`src/rtl/m2s_mem_responder.sv`:
```
// m2s_mem_responder: in-order memory responder; queues requests and completes each
// one after a fixed service latency, echoing its fields with a sequence tag.
module m2s_mem_responder #(
    parameter int DEPTH = 4,
    parameter int LAT   = 8
) (
    input  logic                    clk,
    input  logic                    rst_n,
    input  logic                    req_valid,
    output logic                    req_ready,
    input  logic [1:0]              req_type,
    input  logic [1:0]              req_mod,
    input  logic [7:0]              req_addr,
    output logic                    rsp_valid,
    input  logic                    rsp_ready,
    output logic [1:0]              rsp_type,
    output logic [1:0]              rsp_mod,
    output logic [7:0]              rsp_addr,
    output logic [3:0]              rsp_tag,
    output logic                    rsp_err,
    output logic [$clog2(DEPTH):0]  outstanding,
    output logic [31:0]             step
);
    localparam int AW = $clog2(DEPTH);
    localparam logic [AW:0] FULL = (AW+1)'(DEPTH);
    typedef enum logic [1:0] {IDLE, WAIT, RESP} state_t;
    state_t state, state_nx;
    logic [7:0] cnt, cnt_nx;
    logic [AW-1:0] wr_ptr, rd_ptr;
    logic [3:0] tag;
    logic [1:0] q_type [DEPTH];
    logic [1:0] q_mod  [DEPTH];
    logic [7:0] q_addr [DEPTH];
    logic [3:0] q_tag  [DEPTH];
    logic push, pop;
    assign req_ready = outstanding != FULL;
    assign push = req_valid && req_ready;
    assign pop = rsp_valid && rsp_ready;
    always_ff @(posedge clk or negedge rst_n) begin
        if (!rst_n) begin
            state       <= IDLE;
            cnt         <= '0;
            wr_ptr      <= '0;
            rd_ptr      <= '0;
            tag         <= '0;
            outstanding <= '0;
            step        <= '0;
        end else begin
            state       <= state_nx;
            cnt         <= cnt_nx;
            wr_ptr      <= push ? wr_ptr + 1'b1 : wr_ptr;
            rd_ptr      <= pop ? rd_ptr + 1'b1 : rd_ptr;
            tag         <= push ? tag + 4'd1 : tag;
            outstanding <= outstanding + (AW+1)'(push) - (AW+1)'(pop);
            step        <= step + 32'd1;
        end
    end
    // Payload storage needs no reset: entries are only visible via the head in RESP.
    always_ff @(posedge clk) begin
        if (push) begin
            q_type[wr_ptr] <= req_type;
            q_mod[wr_ptr]  <= req_mod;
            q_addr[wr_ptr] <= req_addr;
            q_tag[wr_ptr]  <= tag;
        end
    end
    always_comb begin
        state_nx  = state;
        cnt_nx    = cnt;
        rsp_valid = 1'b0;
        case (state)
            IDLE: begin
                if (outstanding != '0) begin
                    state_nx = WAIT;
                    cnt_nx   = 8'(LAT - 1);
                end
            end
            WAIT: begin
                if (cnt != 8'd0) cnt_nx = cnt - 8'd1;
                else state_nx = RESP;
            end
            RESP: begin
                rsp_valid = 1'b1;
                if (rsp_ready) state_nx = IDLE;
            end
            default: state_nx = IDLE;
        endcase
    end
    assign rsp_type = rsp_valid ? q_type[rd_ptr] : '0;
    assign rsp_mod  = rsp_valid ? q_mod[rd_ptr]  : '0;
    assign rsp_addr = rsp_valid ? q_addr[rd_ptr] : '0;
    assign rsp_tag  = rsp_valid ? q_tag[rd_ptr]  : '0;
    assign rsp_err  = rsp_valid && (q_type[rd_ptr] == 2'd0 || q_type[rd_ptr] == 2'd3);
endmodule

```
`config.mk`:
```
export PLATFORM = sky130hd
export DESIGN_NAME = m2s_mem_responder
export DESIGN_NICKNAME = d
export VERILOG_FILES = /design/src/rtl/m2s_mem_responder.sv
export SDC_FILE = /design/constraint.sdc
export NUM_CORES = 1
export LEC_CHECK = 0
export ABC_AREA = 1
export BUFFER_PORTS_ARGS = -buffer_cell sky130_fd_sc_hd__buf_4
export CORE_ASPECT_RATIO = 0.5
export CORE_UTILIZATION = 52
export DETAILED_ROUTE_END_ITERATION = 12
export GPL_TIMING_DRIVEN = 0
export HOLD_SLACK_MARGIN = 0.03
export PLACE_DENSITY = 0.76
export SETUP_SLACK_MARGIN = 0.2
export SKIP_LAST_GASP = 1
export SLEW_MARGIN = 0
export SYNTH_ARGS = -nofsm -noshare
export SYNTH_HDL_FRONTEND = slang
export SYNTH_SLANG_ARGS = --single-unit
```
`constraint.sdc`:
```
create_clock -name clk -period 2 [get_ports clk]
set_input_delay 0.1 -clock clk [delete_from_list [all_inputs] [get_ports clk]]
set_output_delay 0.1 -clock clk [all_outputs]
set_load 0.02 [all_outputs]
```
==> summary.md, run 1 <==
| Metric | Value |
|---|---|
| Grt total ovfl | `0` |
| Via count of the routed design | `4296` |
| Master cell of the clock root buffer | `sky130_fd_sc_hd__clkbuf_16` |
| Number of instances in the synthesized netlist | `548` |
| Critical path cell sequence | `nand2_4 -> nand2_4 -> buf_8 -> ha_4 -> inv_2 -> ha_4 -> fa_2 -> xnor2_2 -> xor2_1` |
| GPL Wtd Cong | `0.8521` |
| Fillers | `644` |
| Cell area power density | `1285 nW/um2` |
| Number of warnings reported in the yosys synthesis log | `0` |
| Kind of end point of the critical path | `flip-flop` |
| Busiest metal layer after global routing | `met2` |
| Hold Slack | `0.2718 ns` |
| Max H-tree Level | `4` |
| Setup violators final | `0` |
| WL per Instance | `15.21 um` |
| Detail Route Antenna Nets | `0` |
| Die Outline Area | `10880 um2` |
| Buffers on Ports | `69` |
| Clock buffers created by TritonCTS | `17` |
| Final standard cell area without fillers | `7263 um2` |
| Vertical extent of the die | `74.25 um` |
| Setup Crit Path Kind | `flip-flop to flip-flop` |
| WL final | `12.44 mm` |
| Max VDD drop | `0.7256 mV` |
| Max Fclk | `0.5199 GHz` |
| Worst relative slew slack | `38.50%` |
| Req. time, crit path | `2.30 ns` |
| Gate power share | `34.2%` |
| Path type of the worst min-delay path | `input port to asynchronous set/reset pin` |
| Max clock buf depth | `2` |
| Number of antenna repair diodes | `0` |
| Power share of the clock group | `29.8%` |
| Largest delay share family, worst path | `adder cells` |
| Fraction of final layout cells with drive strength greater than 1 | `27.96%` |
| Global routing usage on met3 | `5.767%` |
| Cell area after placement | `6160 um2` |
| DRC violation total after the first TritonRoute iteration | `239` |
| Critical path buffers and inverters | `2` |
| 1st-pass router iterations | `6` |
| # rows | `25` |
| Outcome | `finished clean` |
| Number of library cell types mapped by synthesis | `35` |
| Total track usage | `24.15%` |
| Leakage power summed over all cells | `0.003163 uW` |
| Placed cell count | `752` |
| Die X | `146.5 um` |
| Final number of max-transition violations | `0` |
| Initial core utilization | `55.45%` |
| Syn Nets | `575` |
| Initial antenna violation count | `0` |
| Kind of launch point of the worst setup path | `flip-flop` |
| Number of vias per cell after detailed routing | `5.252` |
| Largest net degree at the start of global routing | `54` |
| Synthesized flop and latch total | `117` |
| Sink count of the clock tree | `117` |
| Switching share of power | `34.39%` |
| Met2 Track Usage GR | `42.12%` |
| Global-route track usage on met1 | `29.49%` |
| Post-route insts no fill | `818` |
| Setup clock skew after layout | `0.006625 ns` |
| # IOs | `70` |
| Final setup slack of the worst path | `0.07638 ns` |
| Post-synthesis to final-layout area growth | `33.79%` |
| Worst slack at placement | `-0.2846 ns` |
| Final min period | `1.924 ns` |
| Seq pwr share | `36.0%` |
| Sequential fraction of the synthesis area | `59.83%` |
| Hold violation total from the final report | `0` |
| Vias in the first global route | `4072` |
| Number of maximum-capacitance constraint violations | `0` |
| Clk Latency, worst-skew pair | `0.42 ns` |
| Final routed DRC violation total | `0` |
| Highest fanout seen on the critical path | `6` |
| Highest cell delay on the worst timing path | `0.42 ns` |
| Detailed placement HPWL | `7.587 mm` |
| Post-Route Setup TNS | `0 ns` |
| Endpoint arrival time on the critical path | `2.22 ns` |
| Switching power total | `3209 uW` |
| Post-Syn Area per Cell | `9.907 um2` |
| CP max-delay cell | `sky130_fd_sc_hd__dfrtp_2` |
| # nets final | `697` |
| Share of the cycle needed by the critical path after routing | `96.18%` |
| RSZ-0062 raised after global routing | `true` |
| Floorplan core area | `9791 um2` |
| Worst Tran Pin Value | `0.9215 ns` |
| Wire length of the first global-routing pass | `19.49 mm` |
| Clock slew seen by the registers of the worst setup and hold paths | `0.06 ns` |
| Post-Syn Area | `5429 um2` |
| TritonCTS clock tree | `yes` |
| Pint | `6121 uW` |
## flip-flops by register name (all words and copies together), names as in the netlist
signal	count
cnt	8
rd_ptr	2
step	32
state	2
tag	4
q_tag	16
q_type	8
wr_ptr	2
q_addr	32
q_mod	8
outstanding	3
## cell usage after synthesis, drive strengths merged
cell type,instances,area (um2)
edfxtp,64,1922
o31ai,1,21.27
nor3b,1,7.510
fa,1,20.02
or2,1,6.260
o22ai,1,6.260
dfrtp,53,1326
inv,38,142.6
and2,1,6.260
clkbuf,3,11.26
a21oi,16,80.08
nor2,124,515.5
ha,10,125.1
o211ai,1,7.510
mux2,2,26.27
nand2,125,511.7
buf,9,50.04
o21ai,32,160.1
nand3b,11,82.58
nor3,1,16.27
xnor2,11,96.34
nand4,5,31.28
o21bai,1,7.510
nand3,19,100.1
xor2,17,148.9
## cell type report
class	count	area (um2)	area share, %
clock buffers	17	425.4	5.857
inverters	38	157.7	2.171
clock inverters	15	117.6	1.619
repair buffers	103	870.8	11.99
flip-flops and latches	117	3252	44.77
multi-input cells	381	2108	29.03
well taps	135	168.9	2.326
plain buffers	12	162.7	2.239
## placed cells by master, fill, tap and decap left out, types with 16 or more instances in the layout
cell / instances
sky130_fd_sc_hd__edfxtp_1: 64
sky130_fd_sc_hd__nor2_1: 100
sky130_fd_sc_hd__dfrtp_1: 50
sky130_fd_sc_hd__xor2_1: 17
sky130_fd_sc_hd__buf_4: 84
sky130_fd_sc_hd__nand2_1: 112
sky130_fd_sc_hd__clkbuf_16: 19
sky130_fd_sc_hd__inv_1: 32
sky130_fd_sc_hd__o21ai_1: 17
sky130_fd_sc_hd__nand3_1: 16
## kinds of logic after synthesis
| logic type | share of synthesized area, % |
|---|---|
| AND/OR/NAND/NOR | 23.53 |
| flip-flops | 59.83 |
| AO/OA/AOI/OAI | 5.209 |
| buffers and inverters | 3.757 |
| XOR/XNOR | 4.517 |
| adder cells (fa/ha/maj) | 2.673 |
| multiplexers | 0.4839 |
## worst paths after layout
path,from,endpoint,slack (ns),cells past startpoint
min in group clk,req_addr[4],q_addr[2][4],0.43,2
min,rst_n,step[0],0.27,2
max in group asynchronous,rst_n,outstanding[2],1.23,2
max,outstanding[2],outstanding[2],0.08,9
max reg2reg,outstanding[2],outstanding[2],0.08,9
min reg2reg,step[31],step[31],0.50,2
## stage by stage
step | util, % | total power (uW)
floorplan | - | 4984
global placement | 62.81 | 5557
finish | 74.19 | 9330
CTS | 71.58 | 8794
global route | 74.19 | 9794
detailed placement | 62.91 | 5658
## metal layers
metal	vias up	wire, um	share of wire, %
met5	-	0	0
met4	0	241	1.9
met3	25	752	6.0
met2	164	6126	49
met1	2050	5318	43
li1	2057	-	-
## power groups by stage
stage | Sequential, uW | Combinational, uW | Clock (uW)
6_report | 3360 | 3190 | 2780
5_1_grt | 3410 | 3490 | 2900
4_1_cts | 3340 | 2650 | 2810
3_5_place_dp | 3410 | 2240 | 0
3_3_place_gp | 3400 | 2150 | 0
2_1_floorplan | 3400 | 1590 | 0
## repair_timing
| item | 4_1_cts | 5_1_grt |
|---|---|---|
| gates cloned | 0 | 2 |
| gates resized for setup | 31 | 49 |
| setup endpoints to repair | 83 | 82 |
| setup buffers | 7 | 10 |
| pin swaps | 3 | 26 |
| hold endpoints to repair | 103 | 0 |
| hold buffers | 15 | 0 |
Note: power is estimated with default switching activity, not from simulation.
==> inputs of run 2 (changes only) <==
- CORE_UTILIZATION: 52 -> 40
- PLACE_DENSITY: 0.76 -> not set
==> summary.md, run 2 (synthesis gave the netlist of run 1 again) <==
| Metric | Value |
|---|---|
| Cell area power density | `1305 nW/um2 (was 1285 nW/um2)` |
| Setup violators final | `0 (unchanged)` |
| Number of vias per cell after detailed routing | `4.828 (was 5.252)` |
| RSZ-0062 raised after global routing | `true (unchanged)` |
| Max VDD drop | `0.6037 mV (was 0.7256 mV)` |
| Post-synthesis to final-layout area growth | `38.86% (was 33.79%)` |
| # nets final | `704 (was 697)` |
| Master cell of the clock root buffer | `sky130_fd_sc_hd__clkbuf_16 (unchanged)` |
| Final number of max-transition violations | `0 (unchanged)` |
| Clk Latency, worst-skew pair | `0.42 ns (about the same)` |
| Fraction of final layout cells with drive strength greater than 1 | `31.59% (was 27.96%)` |
| Worst Tran Pin Value | `0.9579 ns (was 0.9215 ns)` |
| Endpoint arrival time on the critical path | `2.21 ns (was 2.22 ns)` |
| WL per Instance | `14.73 um (was 15.21 um)` |
| Kind of end point of the critical path | `flip-flop (unchanged)` |
| Largest net degree at the start of global routing | `54 (unchanged)` |
| Hold violation total from the final report | `0 (unchanged)` |
| Setup Crit Path Kind | `flip-flop to flip-flop (unchanged)` |
| Initial antenna violation count | `0 (unchanged)` |
| Number of antenna repair diodes | `0 (unchanged)` |
| Share of the cycle needed by the critical path after routing | `96.08% (was 96.18%)` |
| Path type of the worst min-delay path | `input port to asynchronous set/reset pin (unchanged)` |
| Initial core utilization | `41.91% (was 55.45%)` |
| Highest fanout seen on the critical path | `6 (unchanged)` |
| Most frequent cells in the layout | `sky130_fd_sc_hd__nand2_1, sky130_fd_sc_hd__buf_4, sky130_fd_sc_hd__nor2_1, sky130_fd_sc_hd__edfxtp_1, sky130_fd_sc_hd__dfrtp_1 (was sky130_fd_sc_hd__nand2_1, sky130_fd_sc_hd__nor2_1, sky130_fd_sc_hd__buf_4, sky130_fd_sc_hd__edfxtp_1, sky130_fd_sc_hd__dfrtp_1)` |
| Max layer used | `met4 (unchanged)` |
| TritonCTS clock tree | `yes (unchanged)` |
| Combined area of the multi-input logic cells | `2191 um2 (was 2108 um2)` |
| 1st-pass router iterations | `4 (was 6)` |
| Leakage power summed over all cells | `0.003231 uW (was 0.003163 uW)` |
| Leading registers by flop count | `q_addr: 32 flops, step: 32 flops, q_tag: 16 flops (unchanged)` |
| Sink count of the clock tree | `117 (unchanged)` |
| Number of maximum-capacitance constraint violations | `0 (unchanged)` |
| Max H-tree Level | `4 (unchanged)` |
| Die Outline Area | `14070 um2 (was 10880 um2)` |
| Setup clock skew after layout | `0.01139 ns (was 0.006625 ns)` |
| Sum of met3 wire segment lengths after detailed routing | `536 um (was 752 um)` |
| Outcome | `finished clean (unchanged)` |
| Clock buffers created by TritonCTS | `17 (unchanged)` |
| Detail Route Antenna Nets | `0 (unchanged)` |
| Buffers on Ports | `69 (unchanged)` |
| DRC violation total after the first TritonRoute iteration | `265 (was 239)` |
| Via count of the routed design | `4152 (was 4296)` |
| Clock slew seen by the registers of the worst setup and hold paths | `0.06 ns (about the same)` |
| # rows | `29 (was 25)` |
| Die X | `166.8 um (was 146.5 um)` |
| Kind of launch point of the worst setup path | `flip-flop (unchanged)` |
| Met1 layer wirelength in the final routing | `5.905 mm (was 5.318 mm)` |
| Cell area after placement | `6233 um2 (was 6160 um2)` |
| WL final | `12.67 mm (was 12.44 mm)` |
| Max Fclk | `0.5204 GHz (was 0.5199 GHz)` |
| Vias in the first global route | `4063 (was 4072)` |
| GPL Wtd Cong | `0.8022 (was 0.8521)` |
| Req. time, crit path | `2.29 ns (was 2.30 ns)` |
| Floorplan core area | `12950 um2 (was 9791 um2)` |
| Fillers | `1072 (was 644)` |
| Vertical extent of the die | `84.38 um (was 74.25 um)` |
| Wire length on met2 | `6.048 mm (was 6.126 mm)` |
| # IOs | `70 (unchanged)` |
| Final min period | `1.922 ns (was 1.924 ns)` |
| Max clock buf depth | `2 (unchanged)` |
| Most frequent standard cell in the layout excluding fill and tap cells | `sky130_fd_sc_hd__nand2_1 (unchanged)` |
| Total track usage | `18.92% (was 24.15%)` |
| Wire length of the first global-routing pass | `20.27 mm (was 19.49 mm)` |
| Hold Slack | `0.2845 ns (was 0.2718 ns)` |
| Combined flip-flop and latch cell area | `3253 um2 (was 3252 um2)` |
| Final routed DRC violation total | `0 (unchanged)` |
| Worst relative slew slack | `36.07% (was 38.50%)` |
| Grt total ovfl | `0 (unchanged)` |
| Final standard cell area without fillers | `7538 um2 (was 7263 um2)` |
| Detailed placement HPWL | `7.969 mm (was 7.587 mm)` |
run 2: cell count changes in the layout (fill, tap and decap cells not counted), moves of 4 or more:
cell	delta
sky130_fd_sc_hd__o21ai_0	-8
sky130_fd_sc_hd__buf_6	+4
sky130_fd_sc_hd__nor2_1	-17
sky130_fd_sc_hd__o21ai_1	+7
sky130_fd_sc_hd__nor2_4	+7
sky130_fd_sc_hd__nor2_2	+10
run 2: routing by layer:
layer / vias up / global-route usage (%)
met4: 0 / 6.987
li1: 2069 / -
met2: 81 / 30.79
met5: - / 0
met1: 1985 / 24.76
met3: 17 / 4.668
run 2: worst paths after layout:
kind / depth (start not counted) / to / slack, ns / start
hold / removal: 2 / step[0] / 0.28 / rst_n
setup / recovery: 10 / outstanding[2] / 0.08 / outstanding[0]
max in group asynchronous: 2 / rd_ptr[0] / 1.22 / rst_n
hold reg to reg: 2 / step[31] / 0.49 / step[31]
min in group clk: 2 / q_mod[3][1] / 0.42 / req_mod[1]
setup reg to reg: 10 / outstanding[2] / 0.08 / outstanding[0]
run 2: stage by stage:
step	total power, uW	setup WS (ns)	instances	util [%]	setup TNS [ns]
6_report	9841	0.07839	860	58.20	0
3_5_place_dp	5725	-0.2616	789	48.12	-0.4231
3_3_place_gp	5622	-0.4419	787	47.81	-25.44
4_1_cts	9164	0.05669	848	55.42	0
5_1_grt	10430	-0.01788	860	58.20	-0.01788
2_1_floorplan	4984	-0.0004869	548	-	-0.0004869
run 2: final cells by class:
class | instances | area share, %
sequential | 117 | 43.15
multi-input combinational | 381 | 29.06
timing repair buffer | 110 | 12.78
clock buffer | 17 | 5.643
tap | 170 | 2.822
clock inverter | 15 | 2.224
buffer | 12 | 2.224
inverter | 38 | 2.091
run 2: timing repair:
item	CTS	global route
setup endpoints to repair	51	60
buffers inserted	12	8
hold buffers	15	0
cloned	0	4
hold endpoints to repair	103	0
pin swaps	4	30
resized for setup	35	82
run 2: worst max-delay path: stages, from the launching register on:
cell	delay (ns)
sky130_fd_sc_hd__dfrtp_2	0.39
sky130_fd_sc_hd__nor2_4	0.05
sky130_fd_sc_hd__nand2_4	0.07
sky130_fd_sc_hd__nand2_4	0.05
sky130_fd_sc_hd__buf_8	0.13
sky130_fd_sc_hd__ha_4	0.25
sky130_fd_sc_hd__inv_2	0.04
sky130_fd_sc_hd__ha_4	0.15
sky130_fd_sc_hd__fa_2	0.37
sky130_fd_sc_hd__xnor2_2	0.14
sky130_fd_sc_hd__xor2_1	0.14
run 2: report_power, final:
| group | switching, uW | internal (uW) | leakage [uW] | total, uW |
|---|---|---|---|---|
| clock network | 1170 | 1860 | 0.000281 | 3040 |
| logic | 1870 | 1540 | 0.00168 | 3420 |
| registers | 279 | 3110 | 0.00127 | 3390 |
| total | 3330 | 6510 | 0.00323 | 9840 |
